===== config.mk =====
export PLATFORM = sky130hd
export DESIGN_NAME = sevseg_scan_controller
export DESIGN_NICKNAME = d
export VERILOG_FILES = /design/src/rtl/sevseg_scan_controller.sv
export SDC_FILE = /design/constraint.sdc
export NUM_CORES = 1
export LEC_CHECK = 0
export CORE_ASPECT_RATIO = 0.7
export CORE_MARGIN = 10
export CORE_UTILIZATION = 36
export DETAILED_ROUTE_END_ITERATION = 10
export SLEW_MARGIN = 0
export SYNTH_ARGS = -nofsm -noshare
export SYNTH_HDL_FRONTEND = slang
export SYNTH_SLANG_ARGS = --single-unit

===== constraint.sdc =====
create_clock -name clk -period 3.65 [get_ports clk]
set_input_delay 0.5475 -clock clk [delete_from_list [all_inputs] [get_ports clk]]
set_output_delay 0.5475 -clock clk [all_outputs]
set_load 0.1 [all_outputs]

===== src/rtl/sevseg_scan_controller.sv =====
// Bus-mapped VALUE/CTRL registers driving a 4-digit seven-segment scan with a blanking gap between digits.
// Defining SEVSEG_DIMMING_EN adds a brightness field in CTRL[11:8] that gates sel within each SHOW slot.
module sevseg_scan_controller #(
    parameter int unsigned REFRESH_DIV  = 100000,
    parameter int unsigned BLANK_CYCLES = 1000
) (
    input  logic        clk,
    input  logic        rst,
    input  logic        bus_req,
    input  logic        bus_wr,
    input  logic        bus_addr,
    input  logic [15:0] bus_wdata,
    output logic [15:0] bus_rdata,
    output logic        bus_ack,
    output logic [6:0]  seg,
    output logic [3:0]  sel
);
    localparam int unsigned RW = $clog2(REFRESH_DIV);
    localparam int unsigned BW = (BLANK_CYCLES > 1) ? $clog2(BLANK_CYCLES) : 1;
    localparam int unsigned CW = (RW > BW) ? RW : BW;

    typedef enum logic {ST_BLANK, ST_SHOW} state_t;

    state_t        r_state;
    state_t        w_state_nxt;
    logic [CW-1:0] r_cnt;
    logic [CW-1:0] w_cnt_nxt;
    logic [1:0]    r_idx;
    logic [1:0]    w_idx_nxt;

    logic [15:0]   r_value;
    logic [4:0]    r_ctrl;
    logic          r_ack;
    logic [15:0]   r_rdata;
    logic [6:0]    r_seg;
    logic [3:0]    r_sel;

    logic          w_accept;
    logic [15:0]   w_ctrl_word;
    logic          w_dim_on;
    logic          w_lit;
    logic [3:0]    w_nib;

`ifdef SEVSEG_DIMMING_EN
    logic [3:0]    r_bright;
    logic          w_unused_wdata;

    assign w_unused_wdata = ^{bus_wdata[15:12], bus_wdata[7:5]};
    assign w_ctrl_word    = {4'h0, r_bright, 3'b000, r_ctrl};
    assign w_dim_on       = (w_cnt_nxt[RW-1 -: 4] <= r_bright);
`else
    logic          w_unused_wdata;

    assign w_unused_wdata = ^bus_wdata[15:5];
    assign w_ctrl_word    = {11'd0, r_ctrl};
    assign w_dim_on       = 1'b1;
`endif

    assign w_accept  = bus_req && !r_ack;
    assign bus_ack   = r_ack;
    assign bus_rdata = r_rdata;
    assign seg       = r_seg;
    assign sel       = r_sel;

    function automatic logic [6:0] hex7(input logic [3:0] n);
        logic [6:0] p;
        case (n)
            4'h0:    p = 7'h40;
            4'h1:    p = 7'h79;
            4'h2:    p = 7'h24;
            4'h3:    p = 7'h30;
            4'h4:    p = 7'h19;
            4'h5:    p = 7'h12;
            4'h6:    p = 7'h02;
            4'h7:    p = 7'h78;
            4'h8:    p = 7'h00;
            4'h9:    p = 7'h10;
            4'hA:    p = 7'h08;
            4'hB:    p = 7'h03;
            4'hC:    p = 7'h46;
            4'hD:    p = 7'h21;
            4'hE:    p = 7'h06;
            default: p = 7'h0E;
        endcase
        return p;
    endfunction

    always_ff @(posedge clk) begin
        if (rst) begin
            r_ack   <= 1'b0;
            r_rdata <= '0;
            r_value <= '0;
            r_ctrl  <= 5'h1F;
`ifdef SEVSEG_DIMMING_EN
            r_bright <= 4'hF;
`endif
        end else begin
            r_ack <= w_accept;
            if (w_accept) begin
                r_rdata <= bus_addr ? w_ctrl_word : r_value;
                if (bus_wr && !bus_addr) begin
                    r_value <= bus_wdata;
                end
                if (bus_wr && bus_addr) begin
                    r_ctrl <= bus_wdata[4:0];
`ifdef SEVSEG_DIMMING_EN
                    r_bright <= bus_wdata[11:8];
`endif
                end
            end
        end
    end

    always_ff @(posedge clk) begin
        if (rst) begin
            r_state <= ST_BLANK;
            r_cnt   <= '0;
            r_idx   <= '0;
        end else begin
            r_state <= w_state_nxt;
            r_cnt   <= w_cnt_nxt;
            r_idx   <= w_idx_nxt;
        end
    end

    always_comb begin
        w_state_nxt = r_state;
        w_cnt_nxt   = r_cnt + 1'b1;
        w_idx_nxt   = r_idx;
        case (r_state)
            ST_BLANK: begin
                if (r_cnt == CW'(BLANK_CYCLES - 1)) begin
                    w_state_nxt = ST_SHOW;
                    w_cnt_nxt   = '0;
                end
            end
            ST_SHOW: begin
                if (r_cnt == CW'(REFRESH_DIV - 1)) begin
                    w_state_nxt = ST_BLANK;
                    w_cnt_nxt   = '0;
                    w_idx_nxt   = r_idx + 2'd1;
                end
            end
            default: begin
                w_state_nxt = ST_BLANK;
                w_cnt_nxt   = '0;
            end
        endcase
    end

    // Pins are registered from the next-state values so they line up with the phase they belong to.
    always_comb begin
        w_nib = r_value[{w_idx_nxt, 2'b00} +: 4];
        w_lit = (w_state_nxt == ST_SHOW) && r_ctrl[4] && r_ctrl[w_idx_nxt] && w_dim_on;
    end

    always_ff @(posedge clk) begin
        if (rst) begin
            r_sel <= 4'hF;
            r_seg <= 7'h7F;
        end else begin
            r_sel <= w_lit ? ~(4'b0001 << w_idx_nxt) : 4'hF;
            r_seg <= w_lit ? hex7(w_nib) : 7'h7F;
        end
    end
endmodule


==> results.txt <==
GRT Resource Usage Total: 11.98%
Num rows: 28
Worst EP required: 3850 ps
Clk_lat worst skew: 330 ps
FMAX: 310.6 MHz
Most frequent cell after synthesis: dfxtp_1
Synth Register Bits: 69
Multi-input gate area: 1573 sq um
Area leader, netlist: dfxtp_1
Peak VDD IR: 0.2225 mV
Detailed placement HPWL: 5496 microns
Routed len/inst: 15.22 microns
P&R area growth vs syn: 29.82%
Top-area cell type share of the netlist area: 45.23%
Initial core utilization: 36.48%
Clock transition at the registers of the reported paths: 50 ps
Worst-margin pin slew: 983.2 ps
Pin count of the biggest net entering global routing: 33
Vias per inst: 4.973
Outcome: finished, final reports clean
Hold Crit Class: reg -> reg
Initial antenna violation count: 0
Crit path kind: reg -> reg
Final nets: 403
Synth Area per Inst: 9.426 sq um
DRC viols: 0
R2R cell count: 10
Fillers: 794
Commonest cells in the netlist: dfxtp_1, nand2_1, nor2_1, a21oi_1, mux2i_1
DRT iter0 DRCs: 220
Leakage power: 1.466 nW
Pwr/cell area: 465.2 nW/um^2
Gate Count Post-Synth: 324
Synth Flop Type: dfxtp_1
Minimum clock period: 3219 ps
Sequential cell area: 1381 sq um
Port Buffers: 48
CTS tree: done
Setup TNS: 0 ps
Longest Clk Path Bufs: 2
Die width: 130.1 microns
Synth Cell Area: 3054 sq um
Syn Nets: 352
YS warnings: 0
Register area share after synthesis: 45.23%
Final setup violation count: 0
Netlist cell types: 52
Slew headroom: 34.25%
Top Ports: 49
Global-route wire length before repair: 12100 microns
Unrepaired setup endpoints after global routing: false
Total congestion overflow: 0
Final Cycle Share: 88.20%
CP Max Fanout: 6
Final Skew: 8.829 ps
Number of flops mapped to enable cells by yosys: 0
Hold Path Stages: 1
Die Ht: 97.06 microns
DRT antenna net count: 0
Worst path arrival time: 3420 ps
Final GP Congestion: 0.8253
# resized after CTS: 0
CORE AREA: 8373 sq um
Depth of the CTS H-tree: 3
Post-synth ARST share: 0%
Share of layout cells above drive strength 1: 10.79%
Crit. End Element: register
Pre-antenna DRT Iters: 5
Hold Buf Count CTS: 0
Setup Fix Bufs, Post-CTS: 0
Vias post-DR: 2412
Total CTS buffers: 9
Number of global-route vias before repair: 2358
Root buffer cell: clkbuf_16
Final hold viol count: 0
Setup crit start kind: register
Largest cells by area after synthesis: dfxtp_1, nand2_1, mux2i_1
Post-layout power: 1.845 mW
Die footprint: 12630 sq um
Clk sink count: 69
Diode count: 0
Pins Over Slew Limit: 0
Max cap viols: 0
Final WL: 7384 microns
-- power breakdown --
group	leakage (nW)	internal, mW	switching, mW	total (mW)
Combinational	0.754	0.0562	0.0972	0.153
Clock	0.151	0.587	0.323	0.910
Sequential	0.560	0.770	0.0117	0.781
Total	1.47	1.41	0.432	1.84
-- cell families after synthesis --
| family | after synthesis | synth area share [%] |
|---|---|---|
| AND/OR/NAND/NOR | 130 | 21.92 |
| AO/OA/AOI/OAI | 54 | 13.31 |
| XOR/XNOR | 19 | 5.694 |
| buffers and inverters | 24 | 3.441 |
| multiplexers | 21 | 7.538 |
| adder cells (fa/ha/maj) | 7 | 2.868 |
| flip-flops | 69 | 45.23 |
-- worst paths after layout --
kind	start	to	slack (ps)
max	r_cnt[0]	seg[0]	430
min	r_cnt[0]	r_cnt[0]	450
max reg2reg	r_cnt[0]	seg[0]	430
min reg2reg	r_cnt[0]	r_cnt[0]	450
-- cells in the final DEF (no fill, tap or decap), drive strengths merged, types with 3 or more instances in the layout --
| cell type | n |
|---|---|
| dfxtp | 69 |
| xnor2 | 9 |
| a22o | 11 |
| mux2 | 3 |
| nand2 | 46 |
| a21oi | 19 |
| a221oi | 3 |
| inv | 12 |
| nor3 | 3 |
| mux2i | 17 |
| buf | 5 |
| o21ai | 3 |
| clkdlybuf4s50 | 48 |
| nand2b | 6 |
| ha | 7 |
| xor2 | 10 |
| clkbuf | 12 |
| nand3 | 7 |
| nand4 | 6 |
| a211oi | 6 |
| a31oi | 3 |
| or3 | 4 |
| a221o | 5 |
| nor2 | 40 |
-- metal layers --
metal	up-vias	GRT usage, %	wire (microns)
met5	-	0	0
met4	0	3.103	42
met3	6	4.689	464
met2	56	17.15	3136
met1	1107	16.25	3741
li1	1243	-	-
-- cell type report --
cell class | instances | area share [%]
clock buffers | 12 | 6.721
clock inverters | 4 | 1.357
inverters | 11 | 1.041
multi-input cells | 231 | 39.67
flip-flops and latches | 69 | 34.84
well taps | 105 | 3.313
repair buffers | 53 | 13.06
-- per-stage QoR --
step | instances | area (sq um) | util, % | setup slack [ps] | hold slack, ps
after global placement | 469 | 3645 | 43.53 | 710.5 | 432.2
after floorplan | 324 | 3054 | - | 878.8 | 395.8
after detailed placement | 469 | 3645 | 43.53 | 505.7 | 444.1
final | 485 | 3965 | 47.36 | 430.8 | 452.6
after global routing | 485 | 3965 | 47.36 | 192.0 | 478.6
after CTS | 485 | 3965 | 47.36 | 441.7 | 451.2
-- state kept, by name (all words and copies together) (netlist names) --
name       flops
r_idx          2
r_value       16
seg            7
r_ctrl         5
sel            4
r_cnt         17
bus_rdata     16
bus_ack        1
r_state        1
-- worst max-delay path, stage by stage (launching register included) --
cell and delay (ps):
dfxtp_1 360, ha_1 230, and4_4 260, nand4b_1 250, nor2_8 210, xnor2_2 130, a221oi_1 730, inv_1 220
ha_1 280, nor4b_1 350, a211oi_1 70
Note: power is estimated with default switching activity, not from simulation.
